==> src/rtl/uart_pkg.sv <==
// uart_pkg: definitions shared by the UART receiver and transmitter.
// FSM state encoding, frame geometry and the bit-counter width live here.
`timescale 1ns/1ps

package uart_pkg;

    localparam int DATA_BITS = 8;
    localparam int CNT_W     = 12;

    localparam logic [2:0] ST_IDLE   = 3'b000;
    localparam logic [2:0] ST_START  = 3'b001;
    localparam logic [2:0] ST_DATA   = 3'b010;
    localparam logic [2:0] ST_STOP   = 3'b011;
    localparam logic [2:0] ST_PARITY = 3'b100;

    // High when data plus its parity bit do not have even parity.
    function automatic logic parity_mismatch(input logic [DATA_BITS-1:0] data,
                                             input logic                 par);
        return ^{data, par};
    endfunction

endpackage

==> src/rtl/uart_rx_sync.sv <==
// uart_rx_sync: SYNC_STAGES-deep synchroniser for the asynchronous rx line.
// Every flop resets to 1 so the receiver sees an idle line straight out of reset.
`timescale 1ns/1ps

module uart_rx_sync #(
    parameter int SYNC_STAGES = 2
) (
    input  logic clock,
    input  logic reset_n,
    input  logic d,
    output logic q
);

    logic [SYNC_STAGES-1:0] sync_reg;

    genvar gi;
    generate
        for (gi = 0; gi < SYNC_STAGES; gi++) begin : g_stage
            if (gi == 0) begin : g_first
                // First stage captures the raw asynchronous input.
                always_ff @(posedge clock or negedge reset_n) begin
                    if (!reset_n)
                        sync_reg[gi] <= 1'b1;
                    else
                        sync_reg[gi] <= d;
                end
            end else begin : g_next
                // Later stages give the first flop time to resolve metastability.
                always_ff @(posedge clock or negedge reset_n) begin
                    if (!reset_n)
                        sync_reg[gi] <= 1'b1;
                    else
                        sync_reg[gi] <= sync_reg[gi-1];
                end
            end
        end
    endgenerate

    assign q = sync_reg[SYNC_STAGES-1];

endmodule

==> src/rtl/uart_rx.sv <==
// uart_rx: 8N1 serial receiver, LSB first, line idle high, mid-bit sampling.
// Define UART_RX_PARITY_EN to add an even-parity bit (8E1) and the parity_err pulse.
`timescale 1ns/1ps

module uart_rx
    import uart_pkg::*;
#(
    parameter int CLKS_PER_BIT = 87,
    parameter int SYNC_STAGES  = 2
) (
    input  logic                 clock,
    input  logic                 reset_n,
    input  logic                 rx,
    output logic [DATA_BITS-1:0] rx_data,
    output logic                 rx_valid,
    output logic                 frame_err,
    output logic                 rx_busy
`ifdef UART_RX_PARITY_EN
    ,
    output logic                 parity_err
`endif
);

    // START stops at the middle of the start bit; every later state waits a full bit.
    localparam logic [CNT_W-1:0] HALF_CNT = CNT_W'((CLKS_PER_BIT - 1) / 2);
    localparam logic [CNT_W-1:0] TERM_CNT = CNT_W'(CLKS_PER_BIT - 1);

    logic                 rx_s;

    logic [2:0]           state_reg,     state_next;
    logic [CNT_W-1:0]     clk_cnt_reg,   clk_cnt_next;
    logic [2:0]           bit_idx_reg,   bit_idx_next;
    logic [DATA_BITS-1:0] shift_reg,     shift_next;
    logic [DATA_BITS-1:0] rx_data_reg,   rx_data_next;
    logic                 rx_valid_reg,  rx_valid_next;
    logic                 frame_err_reg, frame_err_next;
    // Set by a bad stop bit: a held-low line must go high before a new start is accepted.
    logic                 wait_high_reg, wait_high_next;
`ifdef UART_RX_PARITY_EN
    logic                 parity_bit_reg, parity_bit_next;
    logic                 parity_err_reg, parity_err_next;
`endif

    uart_rx_sync #(
        .SYNC_STAGES (SYNC_STAGES)
    ) u_sync (
        .clock   (clock),
        .reset_n (reset_n),
        .d       (rx),
        .q       (rx_s)
    );

    // Next-state logic: frame FSM, bit timing, shift register and output strobes.
    always_comb begin
        state_next     = state_reg;
        clk_cnt_next   = clk_cnt_reg;
        bit_idx_next   = bit_idx_reg;
        shift_next     = shift_reg;
        rx_data_next   = rx_data_reg;
        rx_valid_next  = 1'b0;
        frame_err_next = 1'b0;
        wait_high_next = wait_high_reg;
`ifdef UART_RX_PARITY_EN
        parity_bit_next = parity_bit_reg;
        parity_err_next = 1'b0;
`endif
        case (state_reg)
            ST_IDLE: begin
                clk_cnt_next = '0;
                bit_idx_next = '0;
                if (wait_high_reg) begin
                    if (rx_s)
                        wait_high_next = 1'b0;
                end else if (!rx_s) begin
                    state_next = ST_START;
                end
            end
            ST_START: begin
                if (clk_cnt_reg == HALF_CNT) begin
                    clk_cnt_next = '0;
                    // A start bit that is gone by its midpoint was noise.
                    state_next   = rx_s ? ST_IDLE : ST_DATA;
                end else begin
                    clk_cnt_next = clk_cnt_reg + 1'b1;
                end
            end
            ST_DATA: begin
                if (clk_cnt_reg == TERM_CNT) begin
                    clk_cnt_next            = '0;
                    shift_next[bit_idx_reg] = rx_s;
                    if (bit_idx_reg == 3'(DATA_BITS - 1)) begin
                        bit_idx_next = '0;
`ifdef UART_RX_PARITY_EN
                        state_next   = ST_PARITY;
`else
                        state_next   = ST_STOP;
`endif
                    end else begin
                        bit_idx_next = bit_idx_reg + 1'b1;
                    end
                end else begin
                    clk_cnt_next = clk_cnt_reg + 1'b1;
                end
            end
`ifdef UART_RX_PARITY_EN
            ST_PARITY: begin
                if (clk_cnt_reg == TERM_CNT) begin
                    clk_cnt_next    = '0;
                    parity_bit_next = rx_s;
                    state_next      = ST_STOP;
                end else begin
                    clk_cnt_next = clk_cnt_reg + 1'b1;
                end
            end
`endif
            ST_STOP: begin
                if (clk_cnt_reg == TERM_CNT) begin
                    // Returning to IDLE at mid-stop leaves half a bit to catch the next start.
                    clk_cnt_next = '0;
                    state_next   = ST_IDLE;
                    if (rx_s) begin
                        rx_valid_next = 1'b1;
                        rx_data_next  = shift_reg;
                    end else begin
                        frame_err_next = 1'b1;
                        wait_high_next = 1'b1;
                    end
`ifdef UART_RX_PARITY_EN
                    parity_err_next = parity_mismatch(shift_reg, parity_bit_reg);
`endif
                end else begin
                    clk_cnt_next = clk_cnt_reg + 1'b1;
                end
            end
            default: begin
                state_next   = ST_IDLE;
                clk_cnt_next = '0;
                bit_idx_next = '0;
            end
        endcase
    end

    // State registers; reset aborts any frame in progress without pulses.
    always_ff @(posedge clock or negedge reset_n) begin
        if (!reset_n) begin
            state_reg     <= ST_IDLE;
            clk_cnt_reg   <= '0;
            bit_idx_reg   <= '0;
            shift_reg     <= '0;
            rx_data_reg   <= '0;
            rx_valid_reg  <= 1'b0;
            frame_err_reg <= 1'b0;
            wait_high_reg <= 1'b0;
`ifdef UART_RX_PARITY_EN
            parity_bit_reg <= 1'b0;
            parity_err_reg <= 1'b0;
`endif
        end else begin
            state_reg     <= state_next;
            clk_cnt_reg   <= clk_cnt_next;
            bit_idx_reg   <= bit_idx_next;
            shift_reg     <= shift_next;
            rx_data_reg   <= rx_data_next;
            rx_valid_reg  <= rx_valid_next;
            frame_err_reg <= frame_err_next;
            wait_high_reg <= wait_high_next;
`ifdef UART_RX_PARITY_EN
            parity_bit_reg <= parity_bit_next;
            parity_err_reg <= parity_err_next;
`endif
        end
    end

    assign rx_data   = rx_data_reg;
    assign rx_valid  = rx_valid_reg;
    assign frame_err = frame_err_reg;
    assign rx_busy   = (state_reg != ST_IDLE);
`ifdef UART_RX_PARITY_EN
    assign parity_err = parity_err_reg;
`endif

endmodule
==> config.mk <==
export PLATFORM = sky130hd
export DESIGN_NAME = uart_rx
export DESIGN_NICKNAME = d
export VERILOG_FILES = /design/src/rtl/uart_pkg.sv /design/src/rtl/uart_rx_sync.sv /design/src/rtl/uart_rx.sv
export SDC_FILE = /design/constraint.sdc
export NUM_CORES = 1
export LEC_CHECK = 0
export ABC_CLOCK_PERIOD_IN_PS = 2300
export BUFFER_PORTS_ARGS = -buffer_cell sky130_fd_sc_hd__buf_2
export CORE_MARGIN = 5
export CORE_UTILIZATION = 58
export DETAILED_ROUTE_END_ITERATION = 8
export GPL_TIMING_DRIVEN = 1
export PLACE_DENSITY = 0.86
export SYNTH_ARGS = -nofsm -noshare
export SYNTH_HDL_FRONTEND = slang
export SYNTH_SLANG_ARGS = --single-unit
==> constraint.sdc <==
create_clock -name clock -period 2.3 [get_ports clock]
set_input_delay 0.46 -clock clock [delete_from_list [all_inputs] [get_ports clock]]
set_output_delay 0.46 -clock clock [all_outputs]
set_load 0.1 [all_outputs]
==> reports/qor.yml, run 1 <==
synthesis:
  ys_seq_area_share_pct: 53.0
  synthesis.area_sq_um: 1800
  synthCells: 163
  synth.net_count: 170
  yosys_warnings: 0
  ys_types: 35
  synth_seq_cells: 38
  postSynthAreaPerCell_sq_um: 11.0
drt:
  drt_iter0_markers: 86
  ant_nets: 0
  drt_pre_antenna_iters: 4
  vias_per_cell: 6.16
  wl_per_cell_um: 16.5
  vias: 1299
  wl_mm: 3.49
  drc: 0
sta:
  clock-skew-final_ps: 15.4
  final_hold_viol_count: 0
  rsz0062_at_grt: "no"
  period_share_pct: 90.4
  worst_pin_slew_ps: 827
  fin_crit_ps: 2080
  fmax_mhz: 481
  finalSetupViolations: 0
  drv_slew: 0
  fin_hold_ws_ps: 183
  slew_headroom_pct: 44.9
  timing.setup.tns_ps: 0
setup_path:
  cp.arrival_ps: 2320
  critical_path.top_delay_family: "simple AND/OR/NAND/NOR gates"
  slowest_stage: "or3_4"
  start_kind: "register"
  worstPathCellList: "inv_1 > ha_1 > nand2b_1 > or3_4 > nor3_4 > mux2_2"
  crit_buf_inv: 1
  worst_ep_required_time_ps: 2540
  critPathMaxFanout: 12
  cp-end-kind: "register"
  rr_startpoint: "clk_cnt_reg[0]"
  worst-r2r-setup-slack_ps: 220
  max_stage_delay_ps: 450
  crit_type: "register to register"
  critPathLaunch: "clk_cnt_reg[0]"
hold_path:
  hold_path_class: "input port to async pin"
clock_network:
  cts.sinks: 38
  root_buffer: "clkbuf_4"
  cts_buffer_depth: 2
  clk_latency_ps: 350
  post-cts-setup-buffers: 0
  cts.hold.buffers_added: 0
  cts_tree: "built"
  clk_pin_slew_worst_paths_ps: 120
  htreeDepth: 2
  cts_resized: 0
  cts_inserted_buffers: 5
grt:
  grt_pass1_vias: 1315
  grtUsageTotal_pct: 19.1
  grt-ovfl-total: 0
  grt_pass1_wl_mm: 6.16
  grt_max_degree: 39
  antenna_found_initial: 0
final_layout:
  areaGrowthSynthToFinish_pct: 8.98
  largest_reg_flops: 12
  fin_util_pct: 65.3
  final_common_cell: "dfrtp_1"
  drive_gt1_share_pct: 24.7
  diodes: 0
  regArea_sq_um: 953
  final_area_sq_um: 1960
  multiInputGateArea_sq_um: 783
  finalNetCount: 184
  layout_common_cells: "dfrtp_1, mux2_2, buf_2, nand2_1, a21oi_1"
  stdcell_count: 211
  nFillCells: 232
placed_design:
  dp_cells: 203
  gp_congestion: 0.937
  placed_area_sq_um: 1880
  portBuffers: 13
  dp_hpwl_mm: 2.42
floorplan:
  die-area_sq_um: 4310
  io-pin-count: 14
  row_count: 20
  die_w_um: 65.7
  start_util_pct: 59.9
  core_sq_um: 3000
  fp.dieH_um: 65.7
pwr:
  leakage_nw: 0.889
  peakVddDrop_mv: 0.364
  power.density_nw_per_um2: 619
job:
  drv_cap: 0
outcome:
  status: "finished clean"
## cell families after synthesis
kind of cell | Yosys count | share of synthesized area [%]
AOI/OAI and AO/OA | 24 | 8.07
xor gates and xnor gates | 10 | 4.87
adders and majority gates | 4 | 2.78
buffers and inverters | 14 | 3.41
DFF | 38 | 53.0
muxes | 16 | 10.0
and+or+nand+nor | 57 | 17.8
## layer usage
| metal | track usage [%] | vias up | part of all wire (%) |
|---|---|---|---|
| li1 | - | 621 | - |
| met1 | 24.5 | 624 | 43 |
| met2 | 29.4 | 45 | 48 |
| met3 | 5.98 | 9 | 5.9 |
| met4 | 8.55 | 0 | 2.7 |
| met5 | 0 | - | 0 |
## worst register-to-register path: cells and delay by family, from the launching register on
family                   cells  cell delay (ps)
adder cells (fa/ha/maj)      1              140
buffers and inverters        1               80
flip-flops                   1              430
multiplexers                 1              400
AND/OR/NAND/NOR              3              930
## final cells by class
type,instances,area share (%)
multi-input cells,111,40.0
clock buffers,8,4.02
inverters,6,1.15
flip-flops and latches,38,48.7
well taps,33,2.11
repair buffers,15,4.09
## metrics by stage
| stage | power (mW) | setup slack, ps |
|---|---|---|
| floorplan | 0.766 | 413 |
| global placement | 0.792 | 302 |
| detailed placement | 0.797 | 218 |
| CTS | 1.22 | 208 |
| global route | 1.27 | 120 |
| finish | 1.21 | 222 |
## cells in the mapped netlist
master,number,area [sq um]
a31oi_1,2,12.5
dfstp_2,2,52.6
nor3_4,1,16.3
o21ai_0,2,10.0
nand2_1,12,45.0
nor2b_1,1,6.26
buf_1,1,3.75
and3_1,1,6.26
mux2_1,1,11.3
o31ai_1,1,7.51
nor4_1,9,56.3
mux2_2,15,169
ha_1,4,50.1
buf_6,1,11.3
nand2b_1,2,12.5
xnor2_1,8,70.1
buf_2,1,5.00
a21oi_1,12,60.1
clkbuf_1,5,18.8
or2_2,1,6.26
nor3_1,7,35.0
dfrtp_1,36,901
xor2_1,2,17.5
a211o_1,1,8.76
nand3_2,1,10.0
inv_1,6,22.5
nand4_1,5,31.3
o221ai_1,1,8.76
nand3_1,7,35.0
o211ai_1,5,37.5
nand3b_1,2,15.0
or3_1,2,12.5
nor2_1,4,15.0
or3_4,1,11.3
and2_1,1,6.26
## where the power goes
| part | internal [mW] | total (mW) | leakage [nW] | switching [mW] |
|---|---|---|---|---|
| sequential | 0.681 | 0.698 | 0.517 | 0.0178 |
| clock | 0.209 | 0.429 | 0.0446 | 0.220 |
| combinational | 0.0227 | 0.0848 | 0.328 | 0.0621 |
| total | 0.912 | 1.21 | 0.889 | 0.300 |
## final timing paths
path | end | cells after the start
max | rx_data[3] | 6
min | clk_cnt_reg[9] | 1
max reg2reg | rx_data[3] | 6
min reg2reg | u_sync.q | 0
max in group asynchronous | shift_reg[7] | 1
min in group clock | u_sync.sync_reg[0] | 1
No activity file was read; power rests on OpenSTA's default activity.
==> run 2, diff against run 1 <==
--- a/config.mk
+++ b/config.mk
@@ -8,10 +8,10 @@
 export ABC_CLOCK_PERIOD_IN_PS = 2300
 export BUFFER_PORTS_ARGS = -buffer_cell sky130_fd_sc_hd__buf_2
 export CORE_MARGIN = 5
-export CORE_UTILIZATION = 58
+export CORE_UTILIZATION = 45
 export DETAILED_ROUTE_END_ITERATION = 8
 export GPL_TIMING_DRIVEN = 1
-export PLACE_DENSITY = 0.86
+export PLACE_DENSITY = 0.72
 export SYNTH_ARGS = -nofsm -noshare
 export SYNTH_HDL_FRONTEND = slang
 export SYNTH_SLANG_ARGS = --single-unit
==> reports/qor.yml, run 2 (synthesis gave the netlist of run 1 again) <==
drt:
  wl_mm: 3.33  # was 3.49 mm
  ant_nets: 0  # unchanged
  vias_per_cell: 5.60  # was 6.16
  drt_pre_antenna_iters: 4  # unchanged
  drc: 0  # unchanged
  vias: 1276  # was 1299
  drt_iter0_markers: 72  # was 86
  wl_per_cell_um: 14.6  # was 16.5 um
clock_network:
  cts.hold.buffers_added: 0  # unchanged
  cts.sinks: 38  # unchanged
  clk_latency_ps: 300  # was 350 ps
  htreeDepth: 2  # unchanged
  cts_resized: 0  # unchanged
  cts_buffer_depth: 2  # unchanged
  cts_tree: "built"  # unchanged
  clk_pin_slew_worst_paths_ps: 80  # was 120 ps
  cts_inserted_buffers: 5  # unchanged
  post-cts-setup-buffers: 0  # unchanged
  root_buffer: "clkbuf_8"  # was clkbuf_4
setup_path:
  cp-end-kind: "register"  # unchanged
  worstPathCellList: "inv_1 > ha_1 > nand2b_1 > or3_4 > nor3_4 > mux2_2"  # unchanged
  max_stage_delay_ps: 450  # about the same
  start_kind: "register"  # unchanged
  worst_ep_required_time_ps: 2490  # was 2540 ps
  cp.arrival_ps: 2280  # was 2320 ps
  crit_type: "register to register"  # unchanged
  critPathMaxFanout: 12  # unchanged
  slowest_stage: "or3_4"  # unchanged
final_layout:
  largest_reg_flops: 12  # unchanged
  fin_util_pct: 51.1  # was 65.3%
  drive_gt1_share_pct: 24.7  # unchanged
  final_common_cell: "dfrtp_1"  # unchanged
  areaGrowthSynthToFinish_pct: 12.1  # was 8.98%
  layout_common_cells: "dfrtp_1, mux2_2, buf_2, nand2_1, a21oi_1"  # unchanged
  diodes: 0  # unchanged
  finalNetCount: 184  # unchanged
sta:
  drv_slew: 0  # unchanged
  final_hold_viol_count: 0  # unchanged
  clock-skew-final_ps: 6.30  # was 15.4 ps
  fin_crit_ps: 2080  # about the same
  finalSetupViolations: 0  # unchanged
  period_share_pct: 90.6  # was 90.4%
  slew_headroom_pct: 45.5  # was 44.9%
  rsz0062_at_grt: "no"  # unchanged
  fmax_mhz: 480  # was 481 MHz
  worst_pin_slew_ps: 818  # was 827 ps
  timing.setup.tns_ps: 0  # unchanged
placed_design:
  gp_congestion: 0.828  # was 0.937
  dp_hpwl_mm: 2.28  # was 2.42 mm
  portBuffers: 13  # unchanged
floorplan:
  die-area_sq_um: 5360  # was 4310 sq um
  die_w_um: 73.2  # was 65.7 um
  row_count: 23  # was 20
  start_util_pct: 45.6  # was 59.9%
  fp.dieH_um: 73.2  # was 65.7 um
  core_sq_um: 3940  # was 3000 sq um
  io-pin-count: 14  # unchanged
grt:
  grt_max_degree: 39  # unchanged
  grtUsageTotal_pct: 14.4  # was 19.1%
  grt-ovfl-total: 0  # unchanged
  antenna_found_initial: 0  # unchanged
  grt_pass1_wl_mm: 5.82  # was 6.16 mm
  grt_pass1_vias: 1236  # was 1315
pwr:
  power.density_nw_per_um2: 673  # was 619 nW/um^2
  peakVddDrop_mv: 0.340  # was 0.364 mV
  finalPower_mw: 1.36  # was 1.21 mW
  leakage_nw: 0.895  # was 0.889 nW
job:
  drv_cap: 0  # unchanged
outcome:
  status: "finished clean"  # unchanged
hold_path:
  hold_path_class: "input port to async pin"  # unchanged
run 2: routing by layer:
| layer | GRT usage (%) | wire, um | vias to the layer above |
|---|---|---|---|
| li1 | - | - | 613 |
| met1 | 18.8 | 1460 | 622 |
| met2 | 21.7 | 1600 | 33 |
| met3 | 3.99 | 178 | 8 |
| met4 | 7.38 | 87 | 0 |
| met5 | 0 | 0 | - |
run 2: area by class of cell:
type	instances	area [sq um]
Fill cell	333	1930
Sequential cell	38	953
Multi-Input combinational cell	111	783
Timing Repair Buffer	15	80.1
Clock buffer	5	68.8
Tap cell	50	62.6
Clock inverter	3	45.0
Inverter	6	22.5
run 2: final timing paths:
kind / end / cells past startpoint / start / slack (ps)
max reg2reg: rx_data[7] / 6 / clk_cnt_reg[0] / 220
min reg2reg: u_sync.q / 0 / u_sync.sync_reg[0] / 350
max in group asynchronous: rx_data[4] / 1 / reset_n / 1540
max: rx_data[7] / 6 / clk_cnt_reg[0] / 220
min in group clock: u_sync.sync_reg[0] / 1 / rx / 250
min: bit_idx_reg[0] / 1 / reset_n / 250
run 2: per-stage QoR:
| stage | hold WS, ps | cell area (sq um) | setup slack, ps | std cells |
|---|---|---|---|---|
| floorplan | 164 | 1800 | 413 | 163 |
| global placement | 346 | 1900 | 303 | 220 |
| detailed placement | 349 | 1900 | 216 | 220 |
| CTS | 255 | 2020 | 203 | 228 |
| global route | 247 | 2020 | 65.2 | 228 |
| finish | 250 | 2020 | 217 | 228 |
run 2: critical path, delay by kind of cell, from the launching register on:
family                     cells  cell delay, ps
muxes                          1             390
DFF                            1             420
buffers and inverters          1              80
and+or+nand+nor                3             950
adders and majority gates      1             140
run 2: where the power goes:
| part | total [mW] | internal, mW | leakage (nW) | switching (mW) |
|---|---|---|---|---|
| Combinational | 0.0854 | 0.0228 | 0.328 | 0.0625 |
| Clock | 0.571 | 0.322 | 0.0504 | 0.249 |
| Sequential | 0.699 | 0.681 | 0.517 | 0.0186 |
==> run 3, diff against run 2 <==
--- a/config.mk
+++ b/config.mk
@@ -7,6 +7,7 @@
 export LEC_CHECK = 0
 export ABC_CLOCK_PERIOD_IN_PS = 2300
 export BUFFER_PORTS_ARGS = -buffer_cell sky130_fd_sc_hd__buf_2
+export CORE_ASPECT_RATIO = 1.5
 export CORE_MARGIN = 5
 export CORE_UTILIZATION = 45
 export DETAILED_ROUTE_END_ITERATION = 8
==> reports/qor.yml, run 3 (synthesis gave the netlist of run 1 again) <==
outcome:
  status: "finished clean"  # unchanged
final_layout:
  diodes: 0  # unchanged
  stdcell_count: 223  # was 228
  layout_common_cells: "dfrtp_1, mux2_2, buf_2, nand2_1, a21oi_1"  # unchanged
  final_common_cell: "dfrtp_1"  # unchanged
  drive_gt1_share_pct: 24.7  # unchanged
  final_area_sq_um: 2000  # was 2020 sq um
  nFillCells: 345  # was 333
  areaGrowthSynthToFinish_pct: 11.5  # was 12.1%
  largest_reg_flops: 12  # unchanged
  finalNetCount: 184  # unchanged
grt:
  grt_pass1_vias: 1328  # was 1236
  grt-ovfl-total: 0  # unchanged
  grt_pass1_wl_mm: 6.11  # was 5.82 mm
  grtUsageTotal_pct: 15.5  # was 14.4%
  antenna_found_initial: 0  # unchanged
  grt_max_degree: 39  # unchanged
setup_path:
  start_kind: "register"  # unchanged
  cp.arrival_ps: 2250  # was 2280 ps
  rr_startpoint: "clk_cnt_reg[0]"  # unchanged
  worst_ep_required_time_ps: 2480  # was 2490 ps
  critPathMaxFanout: 12  # unchanged
  cp-end-kind: "register"  # unchanged
  critPathLaunch: "clk_cnt_reg[0]"  # unchanged
  crit_type: "register to register"  # unchanged
  reg2reg_to: "rx_data[6]"  # was rx_data[7]
  ff2ff_path_depth: 6  # unchanged
  worst-r2r-setup-slack_ps: 220  # about the same
sta:
  rsz0062_at_grt: "no"  # unchanged
  period_share_pct: 90.3  # was 90.6%
  clock-skew-final_ps: 6.19  # was 6.30 ps
  fmax_mhz: 482  # was 480 MHz
  finalSetupViolations: 0  # unchanged
  worst_pin_slew_ps: 830  # was 818 ps
  fin_hold_ws_ps: 264  # was 250 ps
  slew_headroom_pct: 44.6  # was 45.5%
  timing.setup.tns_ps: 0  # unchanged
  final_hold_viol_count: 0  # unchanged
  fin_crit_ps: 2080  # about the same
  drv_slew: 0  # unchanged
floorplan:
  row_count: 28  # was 23
  start_util_pct: 45.8  # was 45.6%
  fp.dieH_um: 87.4  # was 73.2 um
  io-pin-count: 14  # unchanged
  die_w_um: 61.6  # was 73.2 um
  core_sq_um: 3920  # was 3940 sq um
  die-area_sq_um: 5390  # was 5360 sq um
placed_design:
  placed_area_sq_um: 1900  # about the same
  dp_cells: 215  # was 220
  portBuffers: 13  # unchanged
  gp_congestion: 0.734  # was 0.828
  dp_hpwl_mm: 2.60  # was 2.28 mm
drt:
  vias_per_cell: 5.99  # was 5.60
  vias: 1335  # was 1276
  drc: 0  # unchanged
  wl_per_cell_um: 15.9  # was 14.6 um
  wl_mm: 3.55  # was 3.33 mm
  ant_nets: 0  # unchanged
  drt_pre_antenna_iters: 5  # was 4
  drt_iter0_markers: 26  # was 72
clock_network:
  root_buffer: "clkbuf_8"  # unchanged
  clk_latency_ps: 290  # was 300 ps
  post-cts-setup-buffers: 0  # unchanged
  htreeDepth: 2  # unchanged
  cts_tree: "built"  # unchanged
  cts.hold.buffers_added: 0  # unchanged
  cts.sinks: 38  # unchanged
  clk_pin_slew_worst_paths_ps: 80  # about the same
  cts_buffer_depth: 2  # unchanged
  cts_inserted_buffers: 5  # unchanged
  cts_resized: 0  # unchanged
job:
  drv_cap: 0  # unchanged
hold_path:
  min_path_cells: 1
  whs_endpoint: "u_sync.sync_reg[0]"
  min-delay-start: "rx"
  hold_path_class: "input port to register"  # was input port to async pin
pwr:
  peakVddDrop_mv: 0.365  # was 0.340 mV
  power.density_nw_per_um2: 669  # was 673 nW/um^2
  finalPower_mw: 1.34  # was 1.36 mW
  leakage_nw: 0.903  # was 0.895 nW
-- run 3: layout make-up --
class | instances | area, sq um | share of cell area (%)
inverters | 6 | 22.5 | 1.12
clock buffers | 5 | 68.8 | 3.43
clock inverters | 3 | 40.0 | 2.00
flip-flops and latches | 38 | 953 | 47.6
repair buffers | 15 | 80.1 | 4.00
multi-input cells | 111 | 783 | 39.1
well taps | 45 | 56.3 | 2.81
-- run 3: critical path: stages (launching register included) --
cell      delay (ps)
dfrtp_1          430
inv_1             80
ha_1             140
nand2b_1          70
or3_4            440
nor3_4           410
mux2_2           390
-- run 3: per-layer routing --
layer / track usage (%) / routed length (um) / vias to the layer above
met3: 4.75 / 177 / 12
li1: - / - / 618
met2: 26.4 / 1940 / 45
met1: 16.2 / 1300 / 660
met5: 0 / 0 / -
met4: 8.49 / 138 / 0
-- run 3: how the worst max path moves through the flow --
stage	slack, ps	endpoint
global route	90	shift_reg[3]
finish	220	rx_data[6]
floorplan	410	shift_reg[2]
detailed placement	220	rx_data[4]
CTS	210	rx_data[6]
global placement	300	shift_reg[3]
-- run 3: through the flow --
stage / worst slack, ps / util, %
after floorplan: 413 / -
final: 224 / 51.1
after detailed placement: 217 / 48.3
after global placement: 304 / 48.3
after CTS: 213 / 51.1
after global routing: 92.6 / 51.1
-- run 3: power by group --
| part | internal (mW) | leakage [nW] | switching (mW) |
|---|---|---|---|
| clock network | 0.319 | 0.0579 | 0.235 |
| logic | 0.0228 | 0.328 | 0.0635 |
| registers | 0.681 | 0.517 | 0.0195 |
| total | 1.02 | 0.903 | 0.318 |
